File: src/rtl/riscv_pkg.sv
// Shared encodings for the memory port arbiter.
//   arb_state_t : arbiter FSM state (IDLE, REQ, WAIT)
//   owner_t     : which requester owns the in-flight transaction
package riscv_pkg;

  typedef enum logic [1:0] {
    IDLE = 2'd0,
    REQ  = 2'd1,
    WAIT = 2'd2
  } arb_state_t;

  typedef enum logic {
    FETCH = 1'b0,
    DATA  = 1'b1
  } owner_t;

endpackage

File: src/rtl/arb_pick.sv
// Fetch/data request picker with anti-starvation streak counter.
// Ports:
//   clk, reset      : clock, async active-low reset
//   if_req, d_req   : pending requests from fetch and data paths
//   enable          : arbiter is idle and may grant this cycle
//   if_gnt, d_gnt   : one-hot combinational grants
module arb_pick #(
  parameter int STARVE_MAX = 4
) (
  input  logic clk,
  input  logic reset,
  input  logic if_req,
  input  logic d_req,
  input  logic enable,
  output logic if_gnt,
  output logic d_gnt
);

  logic [3:0] streak;
  logic       starved;

  assign starved = (streak == 4'(STARVE_MAX));

  always_comb begin
    if_gnt = 1'b0;
    d_gnt  = 1'b0;
    if (enable) begin
      // data wins unless fetch has already been passed over STARVE_MAX times
      if (d_req && !(if_req && starved)) d_gnt = 1'b1;
      else if (if_req)                  if_gnt = 1'b1;
    end
  end

  always_ff @(posedge clk or negedge reset) begin
    if (!reset) begin
      streak <= '0;
    end else if (d_gnt) begin
      if (!if_req)       streak <= '0;
      else if (!starved) streak <= streak + 4'd1;
    end else if (if_gnt) begin
      streak <= '0;
    end
  end

endmodule

File: src/rtl/mem_port_arbiter.sv
// Shares one memory port between instruction fetch and load/store.
// One transaction outstanding at a time: grant -> REQ (mem_req until
// mem_gnt) -> WAIT (until mem_rvalid) -> response pulse to the owner.
// Ports:
//   clk, reset                    : clock, async active-low reset
//   if_req/if_addr/if_gnt         : fetch request side
//   if_rvalid/if_rdata            : fetch response
//   d_req/d_we/d_be/d_addr/d_wdata/d_gnt : data request side
//   d_rvalid/d_rdata              : load data or store acknowledge
//   mem_*                         : unified memory port
//   busy                          : a transaction is in flight
import riscv_pkg::*;

module mem_port_arbiter #(
  parameter int AW         = 32,
  parameter int DW         = 32,
  parameter int STARVE_MAX = 4
) (
  input  logic            clk,
  input  logic            reset,
  input  logic            if_req,
  input  logic [AW-1:0]   if_addr,
  output logic            if_gnt,
  output logic            if_rvalid,
  output logic [DW-1:0]   if_rdata,
  input  logic            d_req,
  input  logic            d_we,
  input  logic [DW/8-1:0] d_be,
  input  logic [AW-1:0]   d_addr,
  input  logic [DW-1:0]   d_wdata,
  output logic            d_gnt,
  output logic            d_rvalid,
  output logic [DW-1:0]   d_rdata,
  output logic            mem_req,
  output logic            mem_we,
  output logic [DW/8-1:0] mem_be,
  output logic [AW-1:0]   mem_addr,
  output logic [DW-1:0]   mem_wdata,
  input  logic            mem_gnt,
  input  logic            mem_rvalid,
  input  logic [DW-1:0]   mem_rdata,
  output logic            busy
);

  arb_state_t state, state_nxt;
  owner_t     owner;
  logic       resp_take;

  arb_pick #(.STARVE_MAX(STARVE_MAX)) u_pick (
    .clk    (clk),
    .reset  (reset),
    .if_req (if_req),
    .d_req  (d_req),
    .enable (state == IDLE),
    .if_gnt (if_gnt),
    .d_gnt  (d_gnt)
  );

  // mem_rvalid only counts while waiting; strays in IDLE/REQ are dropped
  assign resp_take = (state == WAIT) && mem_rvalid;

  always_comb begin
    state_nxt = state;
    case (state)
      IDLE:    if (if_gnt || d_gnt) state_nxt = REQ;
      REQ:     if (mem_gnt)         state_nxt = WAIT;
      WAIT:    if (mem_rvalid)      state_nxt = IDLE;
      default: state_nxt = IDLE;
    endcase
  end

  always_ff @(posedge clk or negedge reset) begin
    if (!reset) begin
      state     <= IDLE;
      owner     <= FETCH;
      mem_req   <= 1'b0;
      busy      <= 1'b0;
      mem_we    <= 1'b0;
      mem_be    <= '0;
      mem_addr  <= '0;
      mem_wdata <= '0;
      if_rvalid <= 1'b0;
      if_rdata  <= '0;
      d_rvalid  <= 1'b0;
      d_rdata   <= '0;
    end else begin
      state   <= state_nxt;
      // registered so mem_req/busy are glitch-free flops, in step with state
      mem_req <= (state_nxt == REQ);
      busy    <= (state_nxt != IDLE);

      if (d_gnt) begin
        owner     <= DATA;
        mem_we    <= d_we;
        mem_be    <= d_be;
        mem_addr  <= d_addr;
        mem_wdata <= d_wdata;
      end else if (if_gnt) begin
        owner     <= FETCH;
        mem_we    <= 1'b0;
        mem_be    <= '1;
        mem_addr  <= if_addr;
        mem_wdata <= '0;
      end

      if_rvalid <= resp_take && (owner == FETCH);
      d_rvalid  <= resp_take && (owner == DATA);
      if (resp_take && (owner == FETCH)) if_rdata <= mem_rdata;
      if (resp_take && (owner == DATA))  d_rdata  <= mem_rdata;
    end
  end

endmodule

File: config.mk
export PLATFORM = sky130hd
export DESIGN_NAME = mem_port_arbiter
export DESIGN_NICKNAME = d
export VERILOG_FILES = /design/src/rtl/riscv_pkg.sv /design/src/rtl/arb_pick.sv /design/src/rtl/mem_port_arbiter.sv
export SDC_FILE = /design/constraint.sdc
export NUM_CORES = 1
export LEC_CHECK = 0
export ABC_AREA = 1
export CAP_MARGIN = 15
export CORE_MARGIN = 5
export CORE_UTILIZATION = 45
export DETAILED_ROUTE_END_ITERATION = 10
export HOLD_SLACK_MARGIN = 0.06
export PLACE_DENSITY = 0.85
export SETUP_SLACK_MARGIN = 0.02
export SLEW_MARGIN = 20
export SYNTH_ARGS = -nofsm -noshare
export SYNTH_HDL_FRONTEND = slang
export SYNTH_SLANG_ARGS = --single-unit
export TNS_END_PERCENT = 100
File: constraint.sdc
create_clock -name clk -period 2.1 [get_ports clk]
set_input_delay 0.42 -clock clk [delete_from_list [all_inputs] [get_ports clk]]
set_output_delay 0.42 -clock clk [all_outputs]
set_load 0.03 [all_outputs]
* Yosys cells after proc, flatten, opt, wreduce, memory -nomap -nowiden
Cells that the tools add are included.
** Word-level totals
- Output and inout port bits :: 139
- Flip-flop bits (word level) :: 144
- Word-level logic and storage cells :: 53
- Input port bits :: 139
** Operators by class
- Add/sub/neg operators :: 1
- Mux-type cells :: 22
- Reduce and logical (&&, ||, !) cells :: 11
- Equal/unequal tests :: 5
- Bitwise gates (word level) :: 1
** Operators with widths (count)
- two-way mux 32 bit :: 4
- two-way mux 4 bit :: 6
- two-way mux 1 bit :: 8
- two-way mux 2 bit :: 3
- one-hot mux 2 bit (3 select lines) :: 1
- logical AND 1 bit :: 5
- adder 4 x 1 -> 4 bit, second input constant :: 1
- equality test 2 x 1 -> 1 bit, second input constant :: 2
- equality test 4 x 3 -> 1 bit, second input constant :: 1
- nonzero test 2 bit :: 2
- != test 3 bit, second input constant :: 1
- equality test 2 bit, second input constant :: 1
- logical NOT 2 bit :: 1
- AND reduction 2 bit :: 1
- logical NOT 1 bit :: 1
- logical OR 1 bit :: 1
- NOT 1 bit :: 1

* Logic depth before layout (Yosys ltp)
Gate-level depths: netlist of the first run.
- Depth after elaboration :: 10
- Depth in mapped cells :: 10
- Mapped depth without buffers :: 9

* Modules after synthesis
Synthesis of the first run repeated with hierarchy kept, for this count alone.
** Unflattened totals
- Cell total of the unflattened synthesis :: 665
- Area total of the unflattened synthesis :: 5888.1 sq um
** By module, submodules not included
- mem_port_arbiter :: instances 1, sequential area each 3503.4 sq um, area an instance 5627.9 sq um, cells each 631
- arb_pick :: instances 1, sequential area each 100.1 sq um, area an instance 260.2 sq um, cells each 34

* Worst setup path before layout of the first run
No wires, ideal clock.
- Path kind :: in2out
- Start :: in d_req
- End :: out if_gnt
- Data required time :: 1.680 ns
- Stages on the path :: 4
- Buffers on the path :: 2
- Slack :: 0.401 ns
- Arrival time :: 1.279 ns
- Path through :: buf_2 buf_2 a21boi_0 nor2_1
** Between the ends
- Cells in the longest elaborated chain, start to end :: 3
** RTL lines
- start: declaration :: line mem_port_arbiter.sv:26 : input logic d_req,
- logical AND 1 bit :: line arb_pick.sv:29 : if (d_req && !(if_req && starved)) d_gnt = 1'b1;
- two-way mux 1 bit :: line arb_pick.sv:29
- two-way mux 1 bit :: line arb_pick.sv:27 : if (enable) begin
- end: declaration :: line mem_port_arbiter.sv:23 : output logic if_gnt,
No other way between the ends.

* Final worst setup path of the first run
- Start :: in if_req
- End :: out if_gnt
** Between the ends
- Cells in the longest elaborated chain, start to end :: 5
- Elaborated cells between the ends (all ways) :: 6
- Those cells by class :: 3 x mux; 3 x reduce/logical
** RTL lines
- start: declaration :: line mem_port_arbiter.sv:21 : input logic if_req,
- logical AND 1 bit :: line arb_pick.sv:29
- logical NOT 1 bit :: line arb_pick.sv:29
- logical AND 1 bit :: line arb_pick.sv:29
- two-way mux 1 bit (*) :: line arb_pick.sv:29
- two-way mux 1 bit (*) :: line arb_pick.sv:27
Mark *: on every way between the ends. The rest lies on a longest branch, timed or not.

==> results.toml, run 1 <==
[run_status]
status = "finished, final reports clean"

[run]
timing.max_cap.violations = 0

[sta]
hold_viol = 0
setup_violations = 0
setup_tns_ns = 0
fin_crit_ns = 2.02
finalMaxSlewViolations = 0
tightest_slew_ns = 0.411
fmax_mhz = 494
skew_ns = 0.00464
maxSlewHeadroom = 0.725
period_share = 0.964
rsz0062_at_grt = "false"

[setup_path]
crit_path_end_kind = "output port"
worstPathRequired_ns = 1.68
crit_buf_inv = 3
crit_chain = "clkdlybuf4s50_1 > inv_2 > nor2_2 > a21boi_2 > nor2_2 > buf_12"
cp_common_cell = "nor2_2"
critPathArrivalTime_ns = 1.60
start_kind = "input port"
cpMaxStageDelayCell = "clkdlybuf4s50_1"
worst_path_largest_cell_delay_ns = 0.56
reg2reg_depth = 10
crit_path_max_fanout = 4
cp.depth = 6
crit_family = "buffers and inverters"
worstSetupPathType = "input port to output port"

[global_route]
gr-usage-met1 = 0.266
use_met3 = 0.0729
antenna_found_initial = 0
grt_overflow_total = 0
grtUsageMet2 = 0.374
grt_pass1_vias = 5697
grt_max_degree = 66
grt_usage = 0.223
grt_busiest_layer = "met2"
grt_pass1_wl_mm = 28.6

[final_layout]
diodes = 0
syn_to_final_growth_pct = 57.1
drive_gt1_frac = 0.0698
fill_cells = 1052
final_common_cell = "nand2_1"
fin_util = 0.713
fin_nets = 1160
final_cell_mix = "342 x nand2_1, 274 x clkdlybuf4s50_1, 144 x dfrtp_1"

[drt]
vias_per_cell = 4.84
ant_nets = 0
first_pass_iters = 4
drt_iter0_markers = 327
vias = 5864
wl_mm = 18.4
drcViolationCount = 0
drt-wirelength-per-cell_um = 15.2

[synth]
yosysTopAreaCellShare = 0.576
avgSynthCellArea_um2 = 8.39
yosys_warnings = 0
syn_nets = 886
postSynthCellCount = 745
yosysSeqAreaShare = 0.576
synth_area_leader_cell = "dfrtp_1"
synth-seq-cells = 144
synth_cell_type_count = 24
synth.area.top_cells = "dfrtp_1 58%, nand2_1 21%, inv_1 5.1%"
syn_area_mm2 = 0.00625

[cts]
cts.htree.levels = 4
cts_buffers = 17
clk_root_buffer_cell = "clkbuf_16"
clock_latency_ns = 0.41
cts.sinks = 144
clkTransAtPathRegs_ns = 0.06
cts_tree = "yes"
clock_path_buffers = 2

[power]
clockPowerShare = 0.179
power_mw = 15.5
power_frac_seq = 0.303
power_switching_mw = 6.68
combPwrFrac = 0.518
intPower_mw = 8.86
power_switching_share = 0.430
power_density_mw_per_mm2 = 1580
ir_drop_mv = 0.927
p_leak_nw = 4.94

[die]
die_h_um = 128
design.die.area_mm2 = 0.0164
coreArea_mm2 = 0.0138
die_w_um = 128
rows = 43
start_util = 0.454
io_pins = 278

[worst_hold_path]
hp-class = "register to register"
whs_path_depth = 2

[placed_design]
io_buffers = 277
dp.final_hpwl_mm = 13.3
gp_congestion = 0.869
==> worst paths after layout <==
| path | start | endpoint | slack (ns) |
|---|---|---|---|
| min in group asynchronous | reset | d_rdata[8]$_DFFE_PN0P_ | 0.50 |
| worst max-delay path | if_req | if_gnt | 0.08 |
| worst max register to register | u_pick.streak[0]$_DFFE_PN0P_ | mem_wdata[16]$_DFFE_PN0P_ | 0.51 |
| worst min-delay path | mem_addr[13]$_DFFE_PN0P_ | mem_addr[13]$_DFFE_PN0P_ | 0.47 |
| max in group asynchronous | reset | mem_wdata[14]$_DFFE_PN0P_ | 0.96 |
| worst min register to register | mem_addr[13]$_DFFE_PN0P_ | mem_addr[13]$_DFFE_PN0P_ | 0.47 |
==> stage by stage <==
stage / setup WS [ns] / instances / cell area (µm²) / hold WS, ns
after floorplan: 0.401 / 745 / 6250 / 0.124
after global placement: 0.0915 / 1176 / 9210 / 0.360
after detailed placement: 0.0914 / 1176 / 9210 / 0.362
after CTS: 0.0195 / 1210 / 9790 / 0.480
after global routing: 0.0238 / 1211 / 9830 / 0.497
final: 0.0752 / 1211 / 9830 / 0.474
==> area by class of cell <==
| cell class | instances | area [µm²] | area share |
|---|---|---|---|
| repair buffers | 299 | 3050 | 0.311 |
| flip-flops and latches | 144 | 3600 | 0.367 |
| inverters | 89 | 337 | 0.0343 |
| clock inverters | 13 | 114 | 0.0116 |
| clock buffers | 18 | 439 | 0.0447 |
| well taps | 180 | 225 | 0.0229 |
| multi-input cells | 468 | 2050 | 0.209 |
==> what timing repair did <==
item | 4_1_cts | 5_1_grt
pin swaps | 0 | 2
setup endpoints to repair | 2 | 2
hold buffers | 1 | 0
resized for setup | 1 | 8
endpoints found under the hold margin | 38 | 0
buffers inserted | 2 | 1
==> worst reg2reg max path, delay by kind of cell, from the launching register on <==
family                     cells  cell delay (ns)
and+or+nand+nor                5             0.47
buffers and inverters          4             0.52
adders and majority gates      1             0.15
DFF                            1             0.39
==> routing by layer <==
metal | up-vias | part of all wire
li1 | 2839 | -
met4 | 0 | 0.029
met3 | 37 | 0.088
met2 | 248 | 0.48
met5 | - | 0
met1 | 2740 | 0.40
==> power by group through the flow <==
stage	logic, mW	registers [mW]	clock network [mW]
final	8.06	4.70	2.78
after global routing	8.64	4.87	2.96
after CTS	8.12	4.70	2.85
after detailed placement	8.07	4.72	0
after global placement	7.91	4.67	0
after floorplan	2.23	7.02	0
==> registers in the layout, summed over array words and instances, names as in the netlist <==
register       cells
d_rdata           32
mem_wdata         32
state              2
mem_we             1
mem_addr          32
busy               1
if_rdata          32
mem_be             4
d_rvalid           1
owner              1
u_pick.streak      4
mem_req            1
if_rvalid          1
==> cell families after synthesis <==
group / synth area share
AOI/OAI and AO/OA: 0.0584
buffers and inverters: 0.102
adders and majority gates: 0.00400
and+or+nand+nor: 0.258
DFF: 0.576
xor gates and xnor gates: 0.00140
==> Yosys cell counts <==
| cell | number |
|---|---|
| inv_2 | 3 |
| ha_1 | 2 |
| nor2_1 | 1 |
| inv_4 | 1 |
| xor2_1 | 1 |
| inv_1 | 85 |
| o21ai_1 | 32 |
| nand4_1 | 39 |
| nand2_1 | 342 |
| o21ai_0 | 37 |
| dfrtp_1 | 144 |
| nand3b_1 | 1 |
| clkbuf_1 | 5 |
| nand2_2 | 1 |
| nor2_2 | 3 |
| o211ai_2 | 1 |
| buf_4 | 8 |
| nand3_4 | 1 |
| buf_2 | 19 |
| or2_1 | 1 |
| buf_1 | 1 |
| buf_6 | 11 |
| nand3_1 | 5 |
| a21boi_0 | 1 |
(Power assumes the default switching activity.)
==> inputs of run 2 (changes only) <==
PLACE_DENSITY = 0.89   (was 0.85)
==> results.toml, run 2 (same netlist as run 1, synthesis figures left out) <==
[run_status]
status = "finished, final reports clean"

[placed_design]
pre_cts_slack_ns = 0.0944
gp_congestion = 0.860
io_buffers = 277
dp.final_hpwl_mm = 13.7

[setup_path]
cpMaxStageDelayCell = "dfrtp_1"
start_kind = "register"
critPathArrivalTime_ns = 1.58
worstPathRequired_ns = 1.68
crit_chain = "nor2_2 > nand2_1 > nor2_1 > buf_4"
crit_path_max_fanout = 5
worst_path_largest_cell_delay_ns = 0.44
crit_path_end_kind = "output port"
worstSetupPathType = "register to output port"

[global_route]
grt_overflow_total = 0
grt_pass1_wl_mm = 29.7
grt_usage = 0.231
antenna_found_initial = 2
grt_max_degree = 66
grt_pass1_vias = 5769

[power]
p_leak_nw = 4.95
power_switching_mw = 6.75
intPower_mw = 9.13
power_frac_seq = 0.298
power_switching_share = 0.425
power_density_mw_per_mm2 = 1610
clockPowerShare = 0.193
ir_drop_mv = 0.994
combPwrFrac = 0.509

[final_layout]
syn_to_final_growth_pct = 57.7
final_common_cell = "nand2_1"
fin_util = 0.716
drive_gt1_frac = 0.0677
fin_nets = 1162
final_cell_mix = "342 x nand2_1, 274 x clkdlybuf4s50_1, 144 x dfrtp_1"
diodes = 0

[sta]
rsz0062_at_grt = "false"
fmax_mhz = 501
finalMaxSlewViolations = 0
setup_violations = 0
fin_ws_ns = 0.103
skew_ns = 0.0178
hold_viol = 0
tightest_slew_ns = 0.379
fin_crit_ns = 2.00
period_share = 0.951
maxSlewHeadroom = 0.747
setup_tns_ns = 0

[drt]
wl_mm = 18.9
drcViolationCount = 0
drt-wirelength-per-cell_um = 15.5
vias = 5836
ant_nets = 0
drt_iter0_markers = 349
vias_per_cell = 4.81
first_pass_iters = 5

[run]
timing.max_cap.violations = 0

[cts]
cts.sinks = 144
cts.htree.levels = 4
clock_path_buffers = 2
cts_tree = "yes"
clkTransAtPathRegs_ns = 0.06
cts_buffers = 17
clock_latency_ns = 0.42
clk_root_buffer_cell = "clkbuf_16"

[die]
io_pins = 278
coreArea_mm2 = 0.0138
die_h_um = 128
die_w_um = 128
design.die.area_mm2 = 0.0164
start_util = 0.454
rows = 43

[worst_hold_path]
hp-class = "input port to asynchronous set/reset pin"
-- run 2: changes by cell type in the layout (fill, tap and decap cells not counted), moves of 2 or more --
cell and delta:
clkinv_4 +2, clkbuf_1 +3, buf_4 +3, clkinv_2 -4
bufinv_16 +2
-- run 2: worst paths after layout --
check	start	to	slack, ns	cells past startpoint
min in group clk	mem_wdata[19]$_DFFE_PN0P_	mem_wdata[19]$_DFFE_PN0P_	0.48	2
worst min register to register	mem_wdata[19]$_DFFE_PN0P_	mem_wdata[19]$_DFFE_PN0P_	0.48	2
max in group asynchronous	reset	d_rdata[26]$_DFFE_PN0P_	1.02	3
worst max register to register	u_pick.streak[0]$_DFFE_PN0P_	mem_wdata[0]$_DFFE_PN0P_	0.51	10
worst min-delay path	reset	d_rdata[5]$_DFFE_PN0P_	0.45	2
worst max-delay path	state[0]$_DFF_PN0_	if_gnt	0.10	4
-- run 2: final cells by class --
type | count | area, µm²
clock buffer | 21 | 450
clock inverter | 11 | 155
fill | 1030 | 3910
inverter | 89 | 339
multi-input combinational | 468 | 2030
sequential | 144 | 3600
tap | 180 | 225
timing repair buffer | 301 | 3060
-- run 2: routing by layer --
layer	up-vias	global-route usage	part of all wire
met1	2682	0.289	0.40
met4	4	0.0943	0.028
met2	261	0.368	0.48
met3	36	0.0800	0.088
li1	2853	-	-
met5	-	0	0.0017
-- run 2: worst max-delay path: cells and delay by family, from the launching register on --
kind | cells | cell delay, ns
buffers and inverters | 1 | 0.16
and+or+nand+nor | 3 | 0.54
DFF | 1 | 0.44
-- run 2: what timing repair did --
action | in CTS | in global routing
pin swaps | 1 | 0
hold endpoints to repair | 29 | 0
hold buffers | 1 | 0
resized for setup | 2 | 5
endpoints found under the setup margin | 2 | 2
buffers inserted | 3 | 1
-- run 2: per-stage QoR --
step                std cells  hold WS, ns  cell area [µm²]  power [mW]
finish                   1214        0.450             9860        15.9
global route             1214        0.469             9860        16.8
CTS                      1213        0.441             9850        16.0
detailed placement       1177        0.314             9210        12.8
global placement         1177        0.319             9210        12.6
floorplan                 745        0.124             6250        9.25
-- run 2: power by group through the flow --
stage                     registers [mW]  logic, mW  clock network [mW]
after floorplan                     7.02       2.23                   0
after global placement              4.71       7.90                   0
after detailed placement            4.74       8.08                   0
after CTS                           4.73       8.14                3.12
final                               4.74       8.08                3.06
after global routing                4.90       8.66                3.24
==> inputs of run 3 (changes only) <==
CORE_UTILIZATION = 44   (was 45)
SYNTH_HIERARCHICAL = 1   (was not set)
==> results.toml, run 3 <==
[final_layout]
drive_gt1_frac = 0.0764
final_common_cell = "nand2_1"
fill_cells = 925
fin_nets = 1084
diodes = 0
final_cell_mix = "337 x nand2_1, 273 x clkdlybuf4s50_1, 144 x dfrtp_1"
syn_to_final_growth_pct = 61.0
instances_no_fill = 1131

[synth]
synth.area.top_cells = "dfrtp_1 61%, nand2_1 21%, nand4_1 7.1%"
yosys-top-cells-count = "337 x nand2_1, 144 x dfrtp_1, 67 x nand4_1, 34 x nand3_1, 28 x buf_2"
synth.most_common_cell = "nand2_1"
postSynth.asyncResetShare = 1.00
synth-seq-cells = 144
synth-edff-count = 0
ys.flop_type = "dfrtp_1"
syn_nets = 806
yosys_warnings = 6
synth_cell_type_count = 23
synth_area_leader_cell = "dfrtp_1"
avgSynthCellArea_um2 = 8.85
yosysSeqAreaShare = 0.612
syn_area_mm2 = 0.00589
yosysTopAreaCellShare = 0.612
postSynthCellCount = 665

[drt]
wl_met2_mm = 9.89
vias_per_cell = 5.18
drcViolationCount = 0
wl_met3_mm = 2.04
drt_iter0_markers = 537
top_layer_used = "met4"
met1_length_mm = 7.14
wl_mm = 20.2
ant_nets = 0
vias = 5856
drt-wirelength-per-cell_um = 17.9
first_pass_iters = 7

[setup_path]
crit_buf_inv = 1
reg2reg_depth = 9
reg2reg_to = "mem_wdata[1]$_DFFE_PN0P_"
critPathArrivalTime_ns = 1.58
r2r_start = "u_pick/streak[0]$_DFFE_PN0P_"
crit_chain = "clkdlybuf4s50_1"
worstPathRequired_ns = 1.68
worst_path_largest_cell_delay_ns = 0.80
rrSetupSlack_ns = 0.17
cpMaxStageDelayCell = "clkdlybuf4s50_1"
crit_family = "buffers and inverters"
worstSetupPathType = "register to output port"
crit_path_end_kind = "output port"
start_kind = "register"
crit_path_max_fanout = 2

[power]
clockPowerShare = 0.181
power_switching_mw = 6.64
power_frac_seq = 0.310
power_switching_share = 0.437
p_leak_nw = 4.51
power_mw = 15.2
power_density_mw_per_mm2 = 1600
intPower_mw = 8.55
combPwrFrac = 0.509
ir_drop_mv = 1.12

[worst_hold_path]
worstHoldStart = "mem_rvalid"
holdPathEnd = "d_rdata[12]$_DFFE_PN0P_"
hp-class = "input port to register"
whs_path_depth = 3

[cts]
clock_path_buffers = 2
clkTransAtPathRegs_ns = 0.06
clk_root_buffer_cell = "clkbuf_16"
clock_latency_ns = 0.42
cts.htree.levels = 4
cts.sinks = 144
cts_buffers = 17
cts_tree = "yes"

[sta]
rsz0062_at_grt = "false"
period_share = 0.953
fin_crit_ns = 2.00
hold_slack_ns = 0.465
maxSlewHeadroom = 0.567
skew_ns = 0.00862
hold_viol = 0
setup_violations = 0
finalMaxSlewViolations = 0
tightest_slew_ns = 0.649
fmax_mhz = 500

[placed_design]
dp.final_hpwl_mm = 14.5
place_inst = 1097
gp_congestion = 0.879
io_buffers = 277

[run_status]
status = "finished, final reports clean"

[die]
coreArea_mm2 = 0.0132
rows = 42
design.die.area_mm2 = 0.0158
start_util = 0.446
die_w_um = 126
die_h_um = 126
io_pins = 278

[global_route]
grt_pass1_wl_mm = 31.2
grt_max_degree = 66
grt_usage = 0.253
grt_pass1_vias = 5897
grt_overflow_total = 0
antenna_found_initial = 0

[run]
timing.max_cap.violations = 0
[run 3: cell types whose count changed after synthesis, sizes merged, moves of 4 or more]
cell    previous run  this run
nand2            343       338
o21ai             69         6
nand4             39        67
o22a               0         4
clkbuf             5        13
nand3              6        35
inv               89        17
buf               39        30
[run 3: how the worst max path moves through the flow]
stage / startpoint / end / slack (ns) / cells after the start
finish: mem_addr[3]$_DFFE_PN0P_ / mem_addr[3] / 0.1 / 1
global route: u_pick/streak[0]$_DFFE_PN0P_ / if_gnt / 0.03 / 7
CTS: u_pick/streak[0]$_DFFE_PN0P_ / d_gnt / 0.03 / 7
detailed placement: if_req / mem_addr[15]$_DFFE_PN0P_ / -0.08 / 8
global placement: if_req / mem_addr[0]$_DFFE_PN0P_ / 0.02 / 8
floorplan: u_pick/streak[0]$_DFFE_PN0P_ / mem_addr[14]$_DFFE_PN0P_ / 0.04 / 13
[run 3: tightest hold or removal path, delay by kind of cell]
| family | cells | cell delay (ns) |
|---|---|---|
| buffers and inverters | 1 | 0.23 |
| and+or+nand+nor | 2 | 0.19 |
[run 3: layout make-up]
cell class	instances	area [µm²]	area share
Clock buffer	19	453	0.0478
Inverter	17	63.8	0.00673
Tap cell	176	220	0.0232
Multi-Input combinational cell	461	2030	0.215
Sequential cell	144	3600	0.380
Clock inverter	12	86.3	0.00911
Timing Repair Buffer	302	3020	0.319
[run 3: what timing repair did]
item,CTS,global route
hold buffers,1,0
resized for setup,0,3
pin swaps,0,0
setup endpoints to repair,1,2
buffers inserted,2,0
endpoints found under the hold margin,33,0
[run 3: metrics by stage]
step	worst slack [ns]	setup TNS (ns)	utilization	cell area (µm²)
floorplan	0.0373	0	-	5890
global placement	0.0201	0	0.675	8910
detailed placement	-0.0829	-1.04	0.675	8910
CTS	0.0322	0	0.718	9470
global route	0.0317	0	0.719	9480
finish	0.0984	0	0.719	9480
[run 3: kinds of logic after synthesis]
family / count (synthesis) / synth area share
adders and majority gates: 2 / 0.00425
AOI/OAI and AO/OA: 11 / 0.0119
xor gates and xnor gates: 1 / 0.00149
buffers and inverters: 60 / 0.0448
DFF: 144 / 0.612
and+or+nand+nor: 447 / 0.326
[run 3: layer usage]
layer | track usage | vias to the layer above
li1 | - | 2716
met1 | 0.284 | 2754
met2 | 0.423 | 331
met3 | 0.0838 | 55
met4 | 0.148 | 0
met5 | 0 | -
[run 3: power by group through the flow]
stage / Combinational (mW) / Clock [mW] / Sequential (mW)
after detailed placement: 7.68 / 0 / 4.73
after global placement: 7.53 / 0 / 4.67
after floorplan: 1.86 / 0 / 6.95
after CTS: 7.77 / 2.79 / 4.70
after global routing: 8.21 / 2.88 / 4.85
final: 7.73 / 2.75 / 4.71
